--- config.mk ---
export PLATFORM = sky130hd
export DESIGN_NAME = rf_writeback_unit
export DESIGN_NICKNAME = d
export VERILOG_FILES = /design/src/rtl/rf_writeback_unit_pkg.sv /design/src/rtl/rf_writeback_unit_fifo.sv /design/src/rtl/rf_writeback_unit.sv
export SDC_FILE = /design/constraint.sdc
export NUM_CORES = 1
export LEC_CHECK = 0
export BUFFER_PORTS_ARGS = -buffer_cell sky130_fd_sc_hd__buf_2
export CAP_MARGIN = 20
export CORE_MARGIN = 3
export CORE_UTILIZATION = 30
export CTS_BUF_LIST = sky130_fd_sc_hd__clkbuf_16
export CTS_CLUSTER_SIZE = 16
export DETAILED_ROUTE_END_ITERATION = 7
export SETUP_SLACK_MARGIN = 0.15
export SLEW_MARGIN = 20
export SYNTH_ARGS = -nofsm -noshare
export SYNTH_HDL_FRONTEND = slang
export SYNTH_SLANG_ARGS = --single-unit
--- constraint.sdc ---
create_clock -name clk -period 2.6 [get_ports clk]
set_input_delay 0 -clock clk [delete_from_list [all_inputs] [get_ports clk]]
set_output_delay 0 -clock clk [all_outputs]
set_load 0.03 [all_outputs]
--- src/rtl/rf_writeback_unit_pkg.sv ---
// Shared definitions for the register-file write-back front end.
//   XLEN       : result / write-port data width
//   REG_ADDR_W : architectural register address width
//   LQ_DEPTH   : memory-result queue depth, also the limit on outstanding long ops
//   wb_entry_t : one queued memory result {rd, data}
package rv_wb_pkg;

   localparam int XLEN       = 32;
   localparam int REG_ADDR_W = 5;
   localparam int LQ_DEPTH   = 4;

   typedef struct packed {
      logic [REG_ADDR_W-1:0] rd;
      logic [XLEN-1:0]       data;
   } wb_entry_t;

endpackage

--- src/rtl/rf_writeback_unit_fifo.sv ---
// wb_fifo: synchronous FIFO of wb_entry_t holding memory results until the
// register-file write port is free.
// Ports:
//   clk, reset_n       : clock, synchronous active-low reset (empties the FIFO)
//   push, push_entry   : enqueue request and entry (ignored when full)
//   pop                : dequeue request (ignored when empty)
//   head               : oldest entry, valid while !empty
//   full, empty        : occupancy flags
module wb_fifo
   import rv_wb_pkg::*;
#(
   parameter int DEPTH = LQ_DEPTH
) (
   input  logic      clk,
   input  logic      reset_n,
   input  logic      push,
   input  wb_entry_t push_entry,
   input  logic      pop,
   output wb_entry_t head,
   output logic      full,
   output logic      empty
);

   localparam int PW = $clog2(DEPTH);

   // Pointers carry one extra wrap bit so full and empty are distinguishable.
   logic [PW:0] wr_ptr;
   logic [PW:0] rd_ptr;
   wb_entry_t   mem [DEPTH];

   assign empty = (wr_ptr == rd_ptr);
   assign full  = (wr_ptr[PW] != rd_ptr[PW]) && (wr_ptr[PW-1:0] == rd_ptr[PW-1:0]);
   assign head  = mem[rd_ptr[PW-1:0]];

   always_ff @(posedge clk) begin
      if (!reset_n) begin
         wr_ptr <= '0;
         rd_ptr <= '0;
      end else begin
         if (push && !full) wr_ptr <= wr_ptr + 1'b1;
         if (pop && !empty) rd_ptr <= rd_ptr + 1'b1;
      end
   end

   // Storage needs no reset; the pointers define what is valid.
   always_ff @(posedge clk) begin
      if (push && !full) mem[wr_ptr[PW-1:0]] <= push_entry;
   end

endmodule

--- src/rtl/rf_writeback_unit.sv ---
// rf_writeback_unit: merges ALU results and queued memory results onto the
// register file's single write port and tracks registers with outstanding
// long-latency writes.
// Ports:
//   clk, reset_n                  : clock, synchronous active-low reset
//   issue_valid/rd/long, issue_stall : decode issue and its stall (comb)
//   q_a1/q_a2, busy1/busy2        : decode read addresses and hazard flags (comb)
//   alu_valid/rd/data             : single-cycle result, always wins the port
//   mem_valid/rd/data, mem_ready  : memory result handshake into the queue
//   rf_a3/rf_wd/rf_wen            : registered register-file write port
// The queue entry type comes from rv_wb_pkg, so XLEN and REG_ADDR_W must
// match the package values.
module rf_writeback_unit
   import rv_wb_pkg::*;
#(
   parameter int XLEN       = rv_wb_pkg::XLEN,
   parameter int REG_ADDR_W = rv_wb_pkg::REG_ADDR_W,
   parameter int LQ_DEPTH   = rv_wb_pkg::LQ_DEPTH
) (
   input  logic                  clk,
   input  logic                  reset_n,
   input  logic                  issue_valid,
   input  logic [REG_ADDR_W-1:0] issue_rd,
   input  logic                  issue_long,
   output logic                  issue_stall,
   input  logic [REG_ADDR_W-1:0] q_a1,
   input  logic [REG_ADDR_W-1:0] q_a2,
   output logic                  busy1,
   output logic                  busy2,
   input  logic                  alu_valid,
   input  logic [REG_ADDR_W-1:0] alu_rd,
   input  logic [XLEN-1:0]       alu_data,
   input  logic                  mem_valid,
   output logic                  mem_ready,
   input  logic [REG_ADDR_W-1:0] mem_rd,
   input  logic [XLEN-1:0]       mem_data,
   output logic [REG_ADDR_W-1:0] rf_a3,
   output logic [XLEN-1:0]       rf_wd,
   output logic                  rf_wen
);

   localparam int NREG  = 2**REG_ADDR_W;
   localparam int CNT_W = $clog2(LQ_DEPTH + 1);
   localparam logic [CNT_W-1:0] CNT_MAX = CNT_W'(LQ_DEPTH);

   logic [NREG-1:0]  busy_vec;
   logic [NREG-1:0]  busy_nxt;
   logic [CNT_W-1:0] outstanding;

   wb_entry_t q_head;
   wb_entry_t q_in;
   logic      q_full;
   logic      q_empty;
   logic      q_push;
   logic      q_pop;
   logic      long_acc;

   assign issue_stall = issue_valid &&
                        (((issue_rd != '0) && busy_vec[issue_rd]) ||
                         (issue_long && (outstanding == CNT_MAX)));

   assign long_acc  = issue_valid && issue_long && !issue_stall && (issue_rd != '0);
   assign mem_ready = reset_n && !q_full;
   assign q_push    = mem_valid && mem_ready;
   // The queue only drains on cycles the ALU leaves the write port idle.
   assign q_pop     = !alu_valid && !q_empty;

   assign q_in.rd   = mem_rd;
   assign q_in.data = mem_data;

   assign busy1 = (q_a1 != '0) && busy_vec[q_a1];
   assign busy2 = (q_a2 != '0) && busy_vec[q_a2];

   wb_fifo #(.DEPTH(LQ_DEPTH)) u_fifo (
      .clk        (clk),
      .reset_n    (reset_n),
      .push       (q_push),
      .push_entry (q_in),
      .pop        (q_pop),
      .head       (q_head),
      .full       (q_full),
      .empty      (q_empty)
   );

   // Set is applied after clear so a same-edge set of the popped register wins.
   always_comb begin
      busy_nxt = busy_vec;
      if (q_pop)    busy_nxt[q_head.rd] = 1'b0;
      if (long_acc) busy_nxt[issue_rd]  = 1'b1;
      busy_nxt[0] = 1'b0;
   end

   always_ff @(posedge clk) begin
      if (!reset_n) begin
         busy_vec    <= '0;
         outstanding <= '0;
         rf_a3       <= '0;
         rf_wd       <= '0;
         rf_wen      <= 1'b0;
      end else begin
         busy_vec <= busy_nxt;

         if (long_acc && !q_pop && (outstanding != CNT_MAX))
            outstanding <= outstanding + 1'b1;
         else if (q_pop && !long_acc && (outstanding != '0))
            outstanding <= outstanding - 1'b1;

         if (alu_valid) begin
            rf_a3  <= alu_rd;
            rf_wd  <= alu_data;
            rf_wen <= (alu_rd != '0);
         end else if (q_pop) begin
            rf_a3  <= q_head.rd;
            rf_wd  <= q_head.data;
            rf_wen <= (q_head.rd != '0);
         end else begin
            rf_wen <= 1'b0;
         end
      end
   end

endmodule
# After elaboration in Yosys (flattened, before gate mapping)
# Memory sizes are Yosys's and may differ from the RTL's. A register that Yosys moved wholly into a read port is not among the register bits.
# Index checks and enable logic that the tools add are counted.
# op_classes
muxes	24
magnitude_cmp	6
bitwise_logic	3
n_addsub	4
n_eq_ne	5
reduce_logical	35
# op_table
operator	count
two-way mux 32 bit	4
AND 32 bit	1
inverter 32 bit	1
bitwise OR 32 bit	1
nonzero test 5 bit	5
< comparator 5 x 6 -> 1 bit, second input constant	4
logical AND 1 bit	20
binary-select mux 1 bit (select 5 bit)	3
demux 1 bit (select 5 bit)	2
greater-or-equal comparator 5 x 1 -> 1 bit, second input constant	2
two-way mux 5 bit	2
adder 3 x 1 -> 3 bit, second input constant	3
two-way mux 1 bit	9
logical NOT 1 bit	6
two-way mux 3 bit	2
two-way mux 2 bit	2
nonzero test 2 bit	2
equality test 3 bit	1
equality test 3 bit, second input constant	1
inequality test 3 bit, second input constant	1
nonzero test 3 bit	1
subtractor 3 x 1 -> 3 bit, second input constant	1
equality test 2 bit	1
logical OR 1 bit	1
inequality test 1 bit	1
# word_totals
output_inout_bits	42
mem_bits_rw	148
mem_count	1
elab_cells	86
reg_bits	79
# mem_list
name	depth	width	rd	rd_ports_with_merged_regs	write_ports	line_no	text
u_fifo.mem	4	37	1	1	1	rf_writeback_unit_fifo.sv:29	wb_entry_t mem [DEPTH];

# Depth between registers and ports, before layout
# logic_depth
depth_word	13
depth_mapped	15
ltp_nobuf	12

# Modules after synthesis
# A second synthesis with hierarchy kept.
# hier_totals
cells_unflattened	718
area_unflattened_um2	9972.1
# modules_own_cells
module	cells_per_inst	area_per_inst_um2	seq_area_each_um2	n_inst
wb_fifo	261	5890.6	4604.4	1
rf_writeback_unit	457	4081.4	1441.4	1

# Least setup slack after synthesis
# No wires, ideal clock.
# synth_path
path_kind	register to register
from	register u_fifo.wr_ptr[0]
to	register u_fifo.wr_ptr[2]
arrival_ns	2.555
stages_incl_launch_ff	8
path_slack_ns	-0.070
required_ns	2.485
n_path_buf	0
cell_sequence	dfxtp_1 > xnor2_1 > nand2_1 > nor2_1 > nor2_1 > and3_1 > xor2_1 > and2_1
# synth_between
elab_chain_cells	6
word_cells_on_any_way	7
classes_between	add/sub: 1; eq/ne: 1; reduce/logical: 5
# synth_rtl
item	line_no	text
start: declaration	rf_writeback_unit_fifo.sv:27	logic [PW:0] wr_ptr;
start signal: assignment	rf_writeback_unit_fifo.sv:40	if (push && !full) wr_ptr <= wr_ptr + 1'b1;
equality test 2 bit	rf_writeback_unit_fifo.sv:32	assign full = (wr_ptr[PW] != rd_ptr[PW]) && (wr_ptr[PW-1:0] == rd_ptr[PW-1:0]);
logical AND 1 bit	rf_writeback_unit_fifo.sv:32	
logical NOT 1 bit	rf_writeback_unit.sv:63	assign mem_ready = reset_n && !q_full;
logical AND 1 bit	rf_writeback_unit.sv:63	
net mem_ready	rf_writeback_unit.sv:34	output logic mem_ready,
logical AND 1 bit	rf_writeback_unit.sv:64	assign q_push = mem_valid && mem_ready;
logical AND 1 bit	rf_writeback_unit_fifo.sv:40	
# The timed path passes the listed nets, and every way through them passes these cells.
# A chain may end at the register's enable or synchronous reset.

# Final worst setup path
# layout_path
from	register busy_vec[27]
to	register busy_vec[26]
# layout_between
elab_chain_cells	9
# layout_rtl
item	line_no	text
start: declaration	rf_writeback_unit.sv:46	logic [NREG-1:0] busy_vec;
start signal: assignment	rf_writeback_unit.sv:101	busy_vec <= busy_nxt;
binary-select mux 1 bit (select 5 bit)	rf_writeback_unit.sv:59	(((issue_rd != '0) && busy_vec[issue_rd]) ||
two-way mux 1 bit (not written as such)	rf_writeback_unit.sv:59	
logical AND 1 bit	rf_writeback_unit.sv:59	
logical OR 1 bit	rf_writeback_unit.sv:59	
logical AND 1 bit	rf_writeback_unit.sv:58	assign issue_stall = issue_valid &&
logical NOT 1 bit	rf_writeback_unit.sv:62	assign long_acc = issue_valid && issue_long && !issue_stall && (issue_rd != '0);
logical AND 1 bit (2 in a row)	rf_writeback_unit.sv:62	
two-way mux 32 bit	rf_writeback_unit.sv:89	if (long_acc) busy_nxt[issue_rd] = 1'b1;
# No other way between the ends. The select of a mux whose other input is x is not followed.

==> impl_metrics.tcl <==
set metrics [dict create \
    synth_common_cells "edfxtp_1, dfxtp_1, nor2_1" \
    die_h_um 187 \
    grtUsageTotal 0.144 \
    cp.arrival_ns 2.86 \
    netlist_area_um2 9820 \
    cp_max_fo 10 \
    place_area_um2 11100 \
    finalCriticalPeriod_ns 2.42 \
    seq_area_um2 6050 \
    synth.most_common_cell "edfxtp_1" \
    p_total_mw 9.36 \
    status "completed" \
    io_pins 137 \
    final.period_utilization 0.931 \
    rows 65 \
    clock-skew-final_ns 0.0184 \
    antenna_left 0 \
    core_um2 31900 \
    ys_warn_count 0 \
    cp-end-kind "flop" \
    clk_pin_slew_worst_paths_ns 0.06 \
    worstHoldPathType "input port to flop" \
    synth.distinct_cells 54 \
    syn2layout_area_growth_pct 31.3 \
    setup_viol 0 \
    wl_mm 25.5 \
    rsz0062_at_grt "true" \
    cts_tree "yes" \
    synthCells 694 \
    multiInputGateArea_um2 3610 \
    async_reset_ff_frac 0 \
    ff2ff_path_depth 11 \
    synth_edf_count 148 \
    vias_per_cell 4.88 \
    drv_cap 0 \
    first_global_vias 7200 \
    cts_inserted_buffers 25 \
    portBuffers 136 \
    place_ws_ns 0.143 \
    start_util 0.308 \
    cts_root_buf "clkbuf_16" \
    path_class "flop to flop" \
    ys_ff_latch 228 \
    start_kind "flop" \
    antenna_found_initial 0 \
    reg2reg_slack_ns 0.18 \
    max_slew_margin 0.506 \
    worst_slew_pin_slew_ns 0.742 \
    endpoint "busy_vec[26]" \
    ir_drop_v 0.000623 \
    power_leakage_nw 4.72 \
    dpl.hpwl_mm 16.6 \
    syn_nets 795 \
    cts_max_level 1 \
    yosysTopAreaCell "edfxtp_1" \
    clockBufferDepth 3 \
    avgSynthCellArea_um2 14.2 \
    drv_slew 0 \
    synth_area_leaders "edfxtp_1, dfxtp_1, mux4_2, mux2i_1, nor2_1" \
    clk_latency_ns 0.53 \
    cts_num_sinks 228 \
    synth_flop_cell "edfxtp_1" \
    setup_ws_ns 0.180 \
    overflow 0 \
    drt_iter0_markers 566 \
    powerDensity_nw_per_um2 726 \
    grt_pass1_wl_mm 40.4 \
    tns_ns 0 \
    drive_gt1_frac 0.308 \
    reg2reg_from "busy_vec[27]" \
    nNetsFinal 1039 \
    grt_max_degree 69 \
    nFillCells 3009 \
    ys_seq_area_frac 0.616 \
    routabilityCongestion 0.910 \
    final_cell_area_um2 12900 \
    post_drt_wl_per_cell_um 18.3 \
    reg2reg_to "busy_vec[26]" \
    netlist.area_leader.share 0.452 \
    die_w_um 187 \
    firstDrtPassIters 5 \
    drcViolationCount 0 \
    clock.fmax_ghz 0.413 \
    vias 6800 \
    startpoint "busy_vec[27]" \
    min_from "reset_n" \
    final_hold_viol_count 0 \
    required_ns 3.04 \
    die-area_um2 34900 \
]
==> power by group <==
part           total (mW)  switching, mW  internal (mW)
clock network        3.49           1.43           2.06
registers            4.10         0.0863           4.01
logic                1.77          0.984          0.790
==> worst max-delay path: stages (launching register included) <==
cell and delay [ns]:
dfxtp_2 0.33, mux4_2 0.48, nand2_2 0.08, o311a_4 0.20, nand3_4 0.08, nor2_4 0.12, buf_4 0.11, buf_4 0.09
buf_4 0.19, nand4_1 0.26, buf_6 0.24, o21ai_0 0.15
==> sequential cells by signal, indices dropped and copies added (netlist names), named ones only <==
name           cells
u_fifo.mem       148
rf_wd             32
busy_vec          31
rf_a3              5
outstanding        3
u_fifo.rd_ptr      3
u_fifo.wr_ptr      3
rf_wen             1
==> cell type report <==
cell class / instances / area share
Timing Repair Buffer: 258 / 0.142
Inverter: 9 / 0.00262
Sequential cell: 228 / 0.469
Multi-Input combinational cell: 416 / 0.280
Tap cell: 435 / 0.0422
Antenna cell: 1 / 0.000194
Clock inverter: 21 / 0.0144
Clock buffer: 25 / 0.0485
==> kinds of logic (layout without fill, tap and decap cells) <==
kind of cell             after synthesis  count (layout)  share of synthesized area
flip-flops                           228             228                      0.616
AND/OR/NAND/NOR                      188             188                     0.0917
multiplexers                         111             111                      0.185
AO/OA/AOI/OAI                        102             102                     0.0692
buffers and inverters                 50             313                     0.0217
XOR/XNOR                               9               9                    0.00803
adder cells (fa/ha/maj)                6               6                    0.00841
other                                  0               1                          0
==> cell usage in the layout, fill, tap and decap left out, types with 35 or more instances in the layout <==
master / netlist / layout
buf_2: 8 / 136
mux4_2: 56 / 56
buf_4: 2 / 35
edfxtp_1: 148 / 148
nor2_1: 65 / 64
dfxtp_1: 80 / 76
dlygate4sd3_1: 0 / 83
mux2i_1: 47 / 47
nand2_1: 54 / 52
==> routing by layer <==
layer / track usage / share of wire
met3: 0.0320 / 0.071
met1: 0.189 / 0.43
met5: 0 / 0
met4: 0.0285 / 0.017
met2: 0.248 / 0.48
==> metrics by stage <==
step	hold slack [ns]	cells	util
floorplan	0.0989	694	-
global placement	0.216	1256	0.350
detailed placement	0.218	1256	0.350
CTS	0.00760	1388	0.403
global route	0.0584	1392	0.404
finish	0.0327	1393	0.404
==> how the worst min path moves through the flow <==
stage / to / slack [ns] / cells past startpoint
6_report: u_fifo.wr_ptr[1] / 0.03 / 5
5_1_grt: u_fifo.wr_ptr[1] / 0.06 / 5
4_1_cts: u_fifo.wr_ptr[1] / 0.008 / 5
3_5_place_dp: u_fifo.mem[1][31] / 0.22 / 1
3_3_place_gp: u_fifo.mem[2][17] / 0.22 / 1
2_1_floorplan: u_fifo.mem[0][0] / 0.1 / 0
==> timing repair <==
item,in CTS,in global routing
endpoints found under the hold margin,197,0
pin swaps,3,5
setup endpoints to repair,1,16
cloned,0,0
gates resized for setup,7,5
hold buffers,83,0
setup buffers,3,4
Power figures use the tool's default switching activity.
